## src/rtl/booth_multiplier_module.sv

```systemverilog
// Sequential radix-2 Booth multiplier: one add/subtract-and-shift step per clock,
// full-width signed product registered on entry to DONE.
module booth_multiplier_module #(
   parameter int unsigned Width = 4
) (
   input  logic                 clk_i,
   input  logic                 reset_i,
   input  logic                 start_i,
   input  logic [Width-1:0]     a_i,
   input  logic [Width-1:0]     b_i,
   output logic [2*Width-1:0]   product_o,
   output logic                 busy_o,
   output logic                 done_o
);

   localparam int unsigned CntW = (Width > 1) ? $clog2(Width) : 1;
   localparam logic [CntW-1:0] LastStep = CntW'(Width - 1);

   typedef enum logic [1:0] {StIdle, StRun, StDone} state_e;

   state_e              state_q, state_d;
   logic [Width:0]      m_q, m_d;
   logic [Width:0]      acc_q, acc_d;
   logic [Width-1:0]    mq_q, mq_d;
   logic                q1_q, q1_d;
   logic [CntW-1:0]     cnt_q, cnt_d;
   logic [2*Width-1:0]  product_q, product_d;
   logic [Width:0]      acc_sum;

   always_ff @(posedge clk_i) begin
      if (reset_i) begin
         state_q   <= StIdle;
         m_q       <= '0;
         acc_q     <= '0;
         mq_q      <= '0;
         q1_q      <= 1'b0;
         cnt_q     <= '0;
         product_q <= '0;
      end else begin
         state_q   <= state_d;
         m_q       <= m_d;
         acc_q     <= acc_d;
         mq_q      <= mq_d;
         q1_q      <= q1_d;
         cnt_q     <= cnt_d;
         product_q <= product_d;
      end
   end

   // Booth recoding of {Q[0], q_1}: 10 subtracts M, 01 adds M.
   always_comb begin
      acc_sum = acc_q;
      unique case ({mq_q[0], q1_q})
         2'b10:   acc_sum = acc_q - m_q;
         2'b01:   acc_sum = acc_q + m_q;
         default: acc_sum = acc_q;
      endcase
   end

   always_comb begin
      state_d   = state_q;
      m_d       = m_q;
      acc_d     = acc_q;
      mq_d      = mq_q;
      q1_d      = q1_q;
      cnt_d     = cnt_q;
      product_d = product_q;

      unique case (state_q)
         StIdle, StDone: begin
            if (start_i) begin
               m_d     = {a_i[Width-1], a_i};
               acc_d   = '0;
               mq_d    = b_i;
               q1_d    = 1'b0;
               cnt_d   = '0;
               state_d = StRun;
            end else begin
               state_d = StIdle;
            end
         end
         StRun: begin
            // Arithmetic right shift of {A, Q, q_1}.
            acc_d = {acc_sum[Width], acc_sum[Width:1]};
            mq_d  = {acc_sum[0], mq_q[Width-1:1]};
            q1_d  = mq_q[0];
            cnt_d = cnt_q + 1'b1;
            if (cnt_q == LastStep) begin
               product_d = {acc_d[Width-1:0], mq_d};
               state_d   = StDone;
            end
         end
         default: state_d = StIdle;
      endcase
   end

   assign product_o = product_q;
   assign busy_o    = (state_q == StRun);
   assign done_o    = (state_q == StDone);

endmodule
```

## config.mk

```make
export PLATFORM = sky130hd
export DESIGN_NAME = booth_multiplier_module
export DESIGN_NICKNAME = d
export VERILOG_FILES = /design/src/rtl/booth_multiplier_module.sv
export SDC_FILE = /design/constraint.sdc
export NUM_CORES = 1
export LEC_CHECK = 0
export CELL_PAD_IN_SITES_DETAIL_PLACEMENT = 1
export CELL_PAD_IN_SITES_GLOBAL_PLACEMENT = 1
export CORE_UTILIZATION = 45
export CTS_CLUSTER_DIAMETER = 80
export DETAILED_ROUTE_END_ITERATION = 8
export DONT_BUFFER_PORTS = 1
export PLACE_DENSITY = 0.85
export SLEW_MARGIN = 5
export SYNTH_ARGS = -nofsm -noshare
export SYNTH_HDL_FRONTEND = slang
export SYNTH_SLANG_ARGS = --single-unit
```

## constraint.sdc

```tcl
create_clock -name clk_i -period 6.5 [get_ports clk_i]
set_clock_uncertainty 0.1 [all_clocks]
set_input_delay 0.65 -clock clk_i [delete_from_list [all_inputs] [get_ports clk_i]]
set_output_delay 0.65 -clock clk_i [all_outputs]
set_load 0.05 [all_outputs]
```

-- Yosys cells after proc, flatten, opt, wreduce, memory -nomap -nowiden
Cells that the tools add are included.
- output and inout port bits: 10
- word-level logic and storage cells: 35
- input bits: 11
- register bits after elaboration: 26
- reduce and logical (&&, ||, !) cells: 6
- add/sub/neg operators: 3
- muxes and demuxes: 12
- equality and inequality tests: 7
- operator list (operator ; count):
    one-hot mux 5 bit (2 select lines) ; 2
    one-hot mux 2 bit (2 select lines) ; 2
    one-hot mux 4 bit (2 select lines) ; 1
    equality test 2 bit, second input constant ; 3
    AND reduction 2 bit ; 3
    adder 5 bit ; 1
    2-to-1 mux 5 bit ; 1
    subtractor 5 bit ; 1
    equality test 2 x 1 -> 1 bit, second input constant ; 2
    2-to-1 mux 2 bit ; 2
    2-to-1 mux 4 bit ; 1
    adder 2 x 1 -> 2 bit, second input constant ; 1
    zero test 2 bit ; 1
    2-to-1 mux 1 bit ; 2
    inequality test 2 x 1 -> 1 bit, second input constant ; 1
    inequality test 2 bit, second input constant ; 1
    one-hot mux 1 bit (2 select lines) ; 1
    nonzero test 2 bit ; 1
    OR reduction 2 bit ; 1

-- Depth between registers and ports, before layout
Gate-level depths: netlist of run 1.
- depth after elaboration: 4
- gate-level depth with buffers: 10
- mapped depth without buffers: 10

-- Worst setup path after synthesis of run 1
No wires, ideal clock.
- path type: register to register
- from: register m_q[0]
- to: register product_q[7] (netlist: product_o[7])
- stages on the path, launching flop included: 10
- clock period less this slack: 2.495 ns
- path buffers: 0
- setup slack: 4.005 ns
- arrival time: 2.304 ns
- setup time: 0.091 ns
- required time: 6.309 ns
- path through: dfxtp_1 -> inv_1 -> ha_1 -> mux2_2 -> fa_1 -> a21o_1 -> a21oi_2 -> xnor2_1 -> or3_1 -> a311oi_1
- cells in the longest elaborated chain, start to end: 2
- elaborated cells between the ends (all ways): 3
- classes of those cells: add/sub: 2; mux: 1
- ends and longest elaborated chain (item ; RTL line ; source):
    start: declaration ; 22 ; logic [Width:0] m_q, m_d;
    start signal: assignment ; 41 ; m_q <= m_d;
    adder 5 bit or subtractor 5 bit (tied branches) ; 55, 54 ;
    one-hot mux 5 bit (2 select lines) * ; 53 ; unique case ({mq_q[0], q1_q})
    end signal: assignment ; 46 ; product_q <= product_d;
    end: declaration ; 27 ; logic [2*Width-1:0] product_q, product_d;
Every way passes the cells marked *; elsewhere a longest branch is shown, timed or not.
A chain may end at the register's enable or synchronous reset.

-- Worst setup path after layout of run 1
Same ends and word-level chain as after synthesis.

==> load_flow_metrics.sql, run 1 <==
INSERT INTO impl_metrics (metric_group, metric, value, unit) VALUES
('run_status', 'run_status', 'finished, final reports clean', ''),
('clocking', 'cts_tree', 'built', ''),
('worst_setup_path', 'critical_path.reg2reg.startpoint', 'm_q[0]', ''),
('timing', 'rsz0062_at_grt', 'no', ''),
('placement', 'gpl.final_weighted_congestion', '0.784', ''),
('timing', 'tns_setup', '0', 'ns'),
('finish', 'multi_input_comb_area', '672', 'µm²'),
('timing', 'min_period', '2.65', 'ns'),
('pwr', 'clock_power_share', '24.8', '%'),
('floorplan', 'initial_utilization', '48.5', '%'),
('clocking', 'cts.hold.buffers_added', '0', ''),
('worst_setup_path', 'cp_cell_sequence', 'inv_1 -> ha_1 -> mux2_2 -> fa_1 -> a21o_1 -> a21oi_2 -> xnor2_1 -> or3_1 -> a311oi_1', ''),
('timing', 'tightest_slew', '0.935', 'ns'),
('clocking', 'resized_cells_post_cts', '0', ''),
('worst_setup_path', 'crit_path_max_fanout', '4', ''),
('route', 'routed_wirelength', '2.48', 'mm'),
('placement', 'hpwl', '1.91', 'mm'),
('clocking', 'numClockSinks', '25', ''),
('worst_setup_path', 'critical_path.max_stage_delay', '0.44', 'ns'),
('clocking', 'cts.htree.levels', '1', ''),
('logic_synthesis', 'top_ff_cell_synth', 'dfxtp_1', ''),
('floorplan', 'core.rowCount', '18', ''),
('clocking', 'cts_inserted_buffers', '3', ''),
('pwr', 'p_leak', '0.511', 'nW'),
('worst_setup_path', 'cp-endpoint', 'product_o[7]', ''),
('worst_setup_path', 'worst-r2r-setup-slack', '3.85', 'ns'),
('timing', 'max_freq', '0.378', 'GHz'),
('logic_synthesis', 'synth.ff_latch_count', '25', ''),
('logic_synthesis', 'syn_area_per_cell', '8.16', 'µm²'),
('floorplan', 'design.portCount', '21', ''),
('hold_path', 'worst_hold_path_type', 'in2reg', ''),
('worst_setup_path', 'critical_path.endpoint_type', 'register', ''),
('worst_setup_path', 'cp.required', '6.65', 'ns'),
('finish', 'fin_util', '49.9', '%'),
('logic_synthesis', 'yosys.cell_count.top_type', 'nand2_1', ''),
('route', 'antenna_violating_nets_post_route', '0', ''),
('clocking', 'cts_root_buf', 'clkbuf_4', ''),
('grt', 'groute.usage.overall', '18.7', '%'),
('flow_run', 'timing.max_cap.violations', '0', ''),
('finish', 'nFillCells', '320', ''),
('pwr', 'power_frac_seq', '59.0', '%'),
('logic_synthesis', 'netlist.area_leader.share', '40.9', '%'),
('finish', 'post_route_cells_drive_above_1_share', '5.48', '%'),
('clocking', 'clk_latency', '0.32', 'ns'),
('logic_synthesis', 'syn_inst', '150', ''),
('grt', 'grt_antenna_before_repair', '0', ''),
('timing', 'setup_viol', '0', ''),
('worst_setup_path', 'cp.arrival', '2.80', 'ns'),
('timing', 'final_hold_viol_count', '0', ''),
('grt', 'grt_start_max_net_pins', '26', ''),
('timing', 'slew-limit-headroom', '37.5', '%'),
('clocking', 'post_cts_buffers', '0', ''),
('logic_synthesis', 'netlist_top_cells_count', 'nand2_1, dfxtp_1, nor2_1', ''),
('route', 'drt_pass1_iterations', '4', ''),
('logic_synthesis', 'post_synth_num_cell_types', '32', ''),
('worst_setup_path', 'critical_path_class', 'reg2reg', ''),
('route', 'routedWlPerCell', '14.1', 'µm'),
('logic_synthesis', 'synthesis.yosys.warnings', '0', ''),
('pwr', 'power.ir.vdd_worst', '0.000160', 'V'),
('grt', 'grt_first_pass_wirelength', '3.90', 'mm'),
('floorplan', 'die_footprint', '2930', 'µm²'),
('clocking', 'cts_max_path_buffers', '2', ''),
('logic_synthesis', 'synth-seq-area-share', '40.9', '%'),
('route', 'route.detailed.vias_per_inst', '5.68', ''),
('grt', 'total_gr_overflow', '0', ''),
('finish', 'sequential_cell_area_in_the_final_layout', '500', 'µm²'),
('logic_synthesis', 'synth-async-reset-ratio', '0', '%'),
('floorplan', 'placeableCoreArea', '2520', 'µm²'),
('worst_setup_path', 'startpoint_kind_of_the_worst_setup_timing_path', 'register', ''),
('clocking', 'clock_slew_at_reported_path_ffs', '0.14', 'ns'),
('worst_setup_path', 'timing.rr.end', 'product_o[7]', '');
==> cells by family after synthesis <==
group,share of synthesized area (%)
multiplexers,2.56
flip-flops,40.9
XOR/XNOR,3.58
adder cells (fa/ha/maj),9.82
AND/OR/NAND/NOR,22.0
AO/OA/AOI/OAI,17.0
buffers and inverters,4.19
==> placed cells by master, fill, tap and decap left out, types with 2 or more instances in the layout <==
master and instances:
a311oi_1 5, xor2_1 2, nand2_1 27, dfxtp_1 25, and2_1 2, a211oi_1 2
ha_1 8, nor2_1 24, a21oi_1 11, xnor2_1 3, inv_1 4, nor2b_1 2
o21ai_0 2, a31oi_1 2, nand3_1 3, a21oi_2 2, a22oi_1 3, a21o_1 2
nand2b_1 3, clkbuf_4 3, mux2i_1 2
==> worst min path at each step <==
stage,end,slack (ns),startpoint,cells after the start
after floorplan,product_o[2],0.35,mq_q[3],2
after global routing,acc_q[3],0.24,reset_i,1
final,product_o[2],0.27,reset_i,1
after detailed placement,product_o[0],0.37,mq_q[1],2
after CTS,product_o[2],0.26,reset_i,1
after global placement,product_o[0],0.36,mq_q[1],2
==> power groups by stage <==
stage | registers (mW) | logic (mW) | clock network, mW
finish | 0.165 | 0.0453 | 0.0692
global route | 0.166 | 0.0513 | 0.0782
CTS | 0.165 | 0.0459 | 0.0719
detailed placement | 0.168 | 0.0457 | 0
global placement | 0.168 | 0.0430 | 0
floorplan | 0.167 | 0.0396 | 0
==> metal layers <==
| layer | global-route usage, % | up-vias | routed length, µm |
|---|---|---|---|
| met4 | 4.27 | 0 | 14 |
| li1 | - | 500 | - |
| met2 | 29.9 | 21 | 1200 |
| met1 | 23.6 | 474 | 1170 |
| met5 | 0 | - | 0 |
| met3 | 6.78 | 4 | 108 |
==> cell type report <==
class / instances / area share, %
Multi-Input combinational cell: 112 / 53.4
Sequential cell: 25 / 39.8
Tap cell: 30 / 2.98
Clock buffer: 3 / 1.79
Inverter: 5 / 1.49
Clock inverter: 1 / 0.596
==> flip-flops by register name, summed over array words and instances (netlist names) <==
register,count
product_o,8
acc_q,4
m_q,4
mq_q,4
cnt_q,2
state_q,2
q1_q,1
==> per-stage QoR <==
stage | worst slack (ns) | area, µm² | std cells | power, mW | hold WS [ns]
6_report | 3.85 | 1260 | 176 | 0.279 | 0.270
5_1_grt | 3.69 | 1260 | 176 | 0.295 | 0.245
4_1_cts | 3.82 | 1260 | 176 | 0.282 | 0.262
3_5_place_dp | 3.84 | 1230 | 172 | 0.214 | 0.367
3_3_place_gp | 3.94 | 1230 | 172 | 0.211 | 0.361
2_1_floorplan | 4.01 | 1220 | 150 | 0.206 | 0.345
==> critical path: cells and delay by family (launching register included) <==
family	cells	cell delay (ns)
flops	1	0.40
simple gates	1	0.31
xor+xnor	1	0.12
buf+inv	1	0.06
fa+ha+maj	2	0.73
mux	1	0.30
compound gates	3	0.56
Power figures use the tool's default switching activity.
==> run 2: changes to the inputs <==
- clock period: 6.5 -> 2.68 ns (I/O delays scaled with it)
==> load_flow_metrics.sql, run 2 (same netlist as run 1, synthesis figures left out) <==
INSERT INTO impl_metrics (metric_group, metric, value, unit) VALUES
('grt', 'grt_start_max_net_pins', '26', ''),
('finish', 'post_route_cells_drive_above_1_share', '10.8', '%'),
('worst_setup_path', 'cp.required', '2.83', 'ns'),
('worst_setup_path', 'timing.rr.end', 'product_o[7]', ''),
('finish', 'layout_commonest_cell', 'nand2_1', ''),
('worst_setup_path', 'critical_path.max_stage_delay', '0.38', 'ns'),
('pwr', 'internal_power', '501', 'µW'),
('pwr', 'p_switching', '217', 'µW'),
('pwr', 'sw_frac_of_total', '30.2', '%'),
('timing', 'tightest_slew', '1.08', 'ns'),
('timing', 'setup_viol', '0', ''),
('timing', 'max_freq', '0.393', 'GHz'),
('route', 'drt_pass1_iterations', '6', ''),
('finish', 'nFillCells', '311', ''),
('placement', 'hpwl', '2.10', 'mm'),
('run_status', 'run_status', 'finished, final reports clean', ''),
('grt', 'groute.usage.overall', '23.0', '%'),
('floorplan', 'floorplan.die.width', '54.1', 'µm'),
('pwr', 'p_leak', '0.563', 'nW'),
('hold_path', 'worst_hold_path_type', 'in2reg', ''),
('grt', 'grt_pass1_vias', '977', ''),
('timing', 'final_critical_path_setup_slack', '0.136', 'ns'),
('placement', 'dpl.cell_count', '174', ''),
('worst_setup_path', 'worst-r2r-cell-count', '9', ''),
('clocking', 'cts_root_buf', 'clkbuf_4', ''),
('timing', 'hold-worst-slack', '0.0300', 'ns'),
('timing', 'rsz0062_at_grt', 'no', ''),
('pwr', 'comb_power_share', '19.6', '%'),
('placement', 'place_ws', '0.0225', 'ns'),
('timing', 'slew-limit-headroom', '28.0', '%'),
('worst_setup_path', 'crit_path_max_fanout', '4', ''),
('route', 'drc', '0', ''),
('floorplan', 'initial_utilization', '48.5', '%'),
('timing', 'final_hold_viol_count', '0', ''),
('finish', 'nets', '179', ''),
('route', 'antenna_violating_nets_post_route', '0', ''),
('worst_setup_path', 'startpoint_kind_of_the_worst_setup_timing_path', 'register', ''),
('worst_setup_path', 'cp_cell_sequence', 'inv_1 -> ha_1 -> mux2_2 -> fa_2 -> a21o_1 -> a21oi_2 -> xnor2_1 -> or3_1 -> a311oi_1', ''),
('timing', 'finalCritPeriodShare', '94.9', '%'),
('floorplan', 'design.portCount', '21', ''),
('floorplan', 'die_footprint', '2930', 'µm²'),
('floorplan', 'placeableCoreArea', '2520', 'µm²'),
('floorplan', 'core.rowCount', '18', ''),
('grt', 'grt_first_pass_wirelength', '4.60', 'mm'),
('timing', 'maxSlewViolCount', '0', ''),
('worst_setup_path', 'critical_path.reg2reg.startpoint', 'm_q[1]', ''),
('finish', 'area_growth_syn_to_layout', '13.4', '%'),
('clocking', 'numClockSinks', '25', ''),
('clocking', 'clock_slew_at_reported_path_ffs', '0.15', 'ns'),
('placement', 'gpl.final_weighted_congestion', '0.778', ''),
('placement', 'portBuffers', '0', ''),
('worst_setup_path', 'critical_path.startpoint', 'm_q[1]', ''),
('worst_setup_path', 'cp.arrival', '2.70', 'ns'),
('timing', 'min_period', '2.54', 'ns'),
('clocking', 'cts_tree', 'built', ''),
('pwr', 'pwr_density_cell', '518', 'nW/µm²'),
('clocking', 'clk_latency', '0.33', 'ns'),
('worst_setup_path', 'critical_path.endpoint_type', 'register', ''),
('finish', 'layout_common_cells', 'nand2_1, nor2_1, dfxtp_1, a21oi_1, dlygate4sd3_1', ''),
('finish', 'largest_reg_flops', '8', ''),
('clocking', 'cts_max_path_buffers', '2', ''),
('route', 'routedWlPerCell', '17.0', 'µm'),
('grt', 'grt_antenna_before_repair', '0', ''),
('pwr', 'power_frac_seq', '55.9', '%'),
('finish', 'insertedDiodeCount', '0', ''),
('clocking', 'cts.htree.levels', '1', ''),
('worst_setup_path', 'critical_path_class', 'reg2reg', ''),
('clocking', 'cts_inserted_buffers', '3', ''),
('worst_setup_path', 'cp-endpoint', 'product_o[7]', ''),
('pwr', 'post-layout-total-power', '719', 'µW'),
('floorplan', 'fp.dieH', '54.1', 'µm'),
('finish', 'finalNonFillerCells', '188', ''),
('route', 'routed_wirelength', '3.20', 'mm'),
('worst_setup_path', 'worst-r2r-setup-slack', '0.14', 'ns'),
('flow_run', 'timing.max_cap.violations', '0', ''),
('pwr', 'power.ir.vdd_worst', '0.000405', 'V'),
('worst_setup_path', 'slowest_stage', 'fa_2', ''),
('route', 'route.detailed.vias_per_inst', '5.59', ''),
('timing', 'tns_setup', '0', 'ns'),
('route', 'detail_route.iter0.violations', '20', ''),
('route', 'dr_vias', '1050', ''),
('grt', 'total_gr_overflow', '0', ''),
('pwr', 'clock_power_share', '24.5', '%');
==> run 2: cell count changes in the layout (fill, tap and decap cells not counted), sizes merged <==
cell / before / now
dlygate4sd3: 0 / 8
buf: 0 / 4
==> run 2: layer usage <==
layer  vias to the layer above  track usage, %  routed length (µm)
met5                         -               0                   0
met2                        23            39.4                1720
li1                        526               -                   -
met4                         0            7.69                  85
met1                       495            27.4                1290
met3                         6            6.21                 106
==> run 2: area by class of cell <==
class | count | area (µm²) | share of cell area, %
Timing Repair Buffer | 12 | 110 | 7.94
Inverter | 5 | 18.8 | 1.35
Multi-Input combinational cell | 112 | 687 | 49.5
Tap cell | 30 | 37.5 | 2.71
Clock buffer | 3 | 22.5 | 1.62
Clock inverter | 1 | 7.51 | 0.541
Sequential cell | 25 | 504 | 36.3
==> run 2: worst min path at each step <==
| stage | to | startpoint | cells after the start | slack, ns |
|---|---|---|---|---|
| 2_1_floorplan | m_q[1] | a_i[1] | 2 | 0.30 |
| 3_3_place_gp | product_o[2] | reset_i | 1 | 0.24 |
| 3_5_place_dp | product_o[1] | reset_i | 1 | 0.24 |
| 4_1_cts | mq_q[0] | b_i[0] | 2 | 0.02 |
| 5_1_grt | mq_q[3] | b_i[3] | 2 | 0.06 |
| 6_report | mq_q[3] | b_i[3] | 2 | 0.03 |
==> run 2: power by group through the flow <==
stage          Combinational (mW)  Sequential, mW  Clock, mW
2_1_floorplan              0.0960           0.404          0
3_5_place_dp                0.116           0.408          0
6_report                    0.141           0.401      0.176
4_1_cts                     0.131           0.400      0.176
3_3_place_gp                0.108           0.406          0
5_1_grt                     0.156           0.404      0.197
==> run 2: metrics by stage <==
| stage | area [µm²] | util, % |
|---|---|---|
| 4_1_cts | 1340 | 53.3 |
| 3_3_place_gp | 1240 | 49.3 |
| 6_report | 1390 | 55.0 |
| 5_1_grt | 1390 | 55.0 |
| 2_1_floorplan | 1220 | - |
| 3_5_place_dp | 1240 | 49.3 |
==> run 2: timing repair <==
item / in CTS / in global routing
hold buffers: 7 / 1
hold endpoints to repair: 25 / 1
setup endpoints to repair: 0 / 2
gates resized for setup: 0 / 6
setup buffers: 0 / 2
==> run 2: worst max-delay path: cells and delay by family, from the launching register on <==
family | cells | cell delay, ns
fa+ha+maj | 2 | 0.65
compound gates | 3 | 0.57
simple gates | 1 | 0.31
flops | 1 | 0.37
buf+inv | 1 | 0.06
mux | 1 | 0.30
xor+xnor | 1 | 0.11
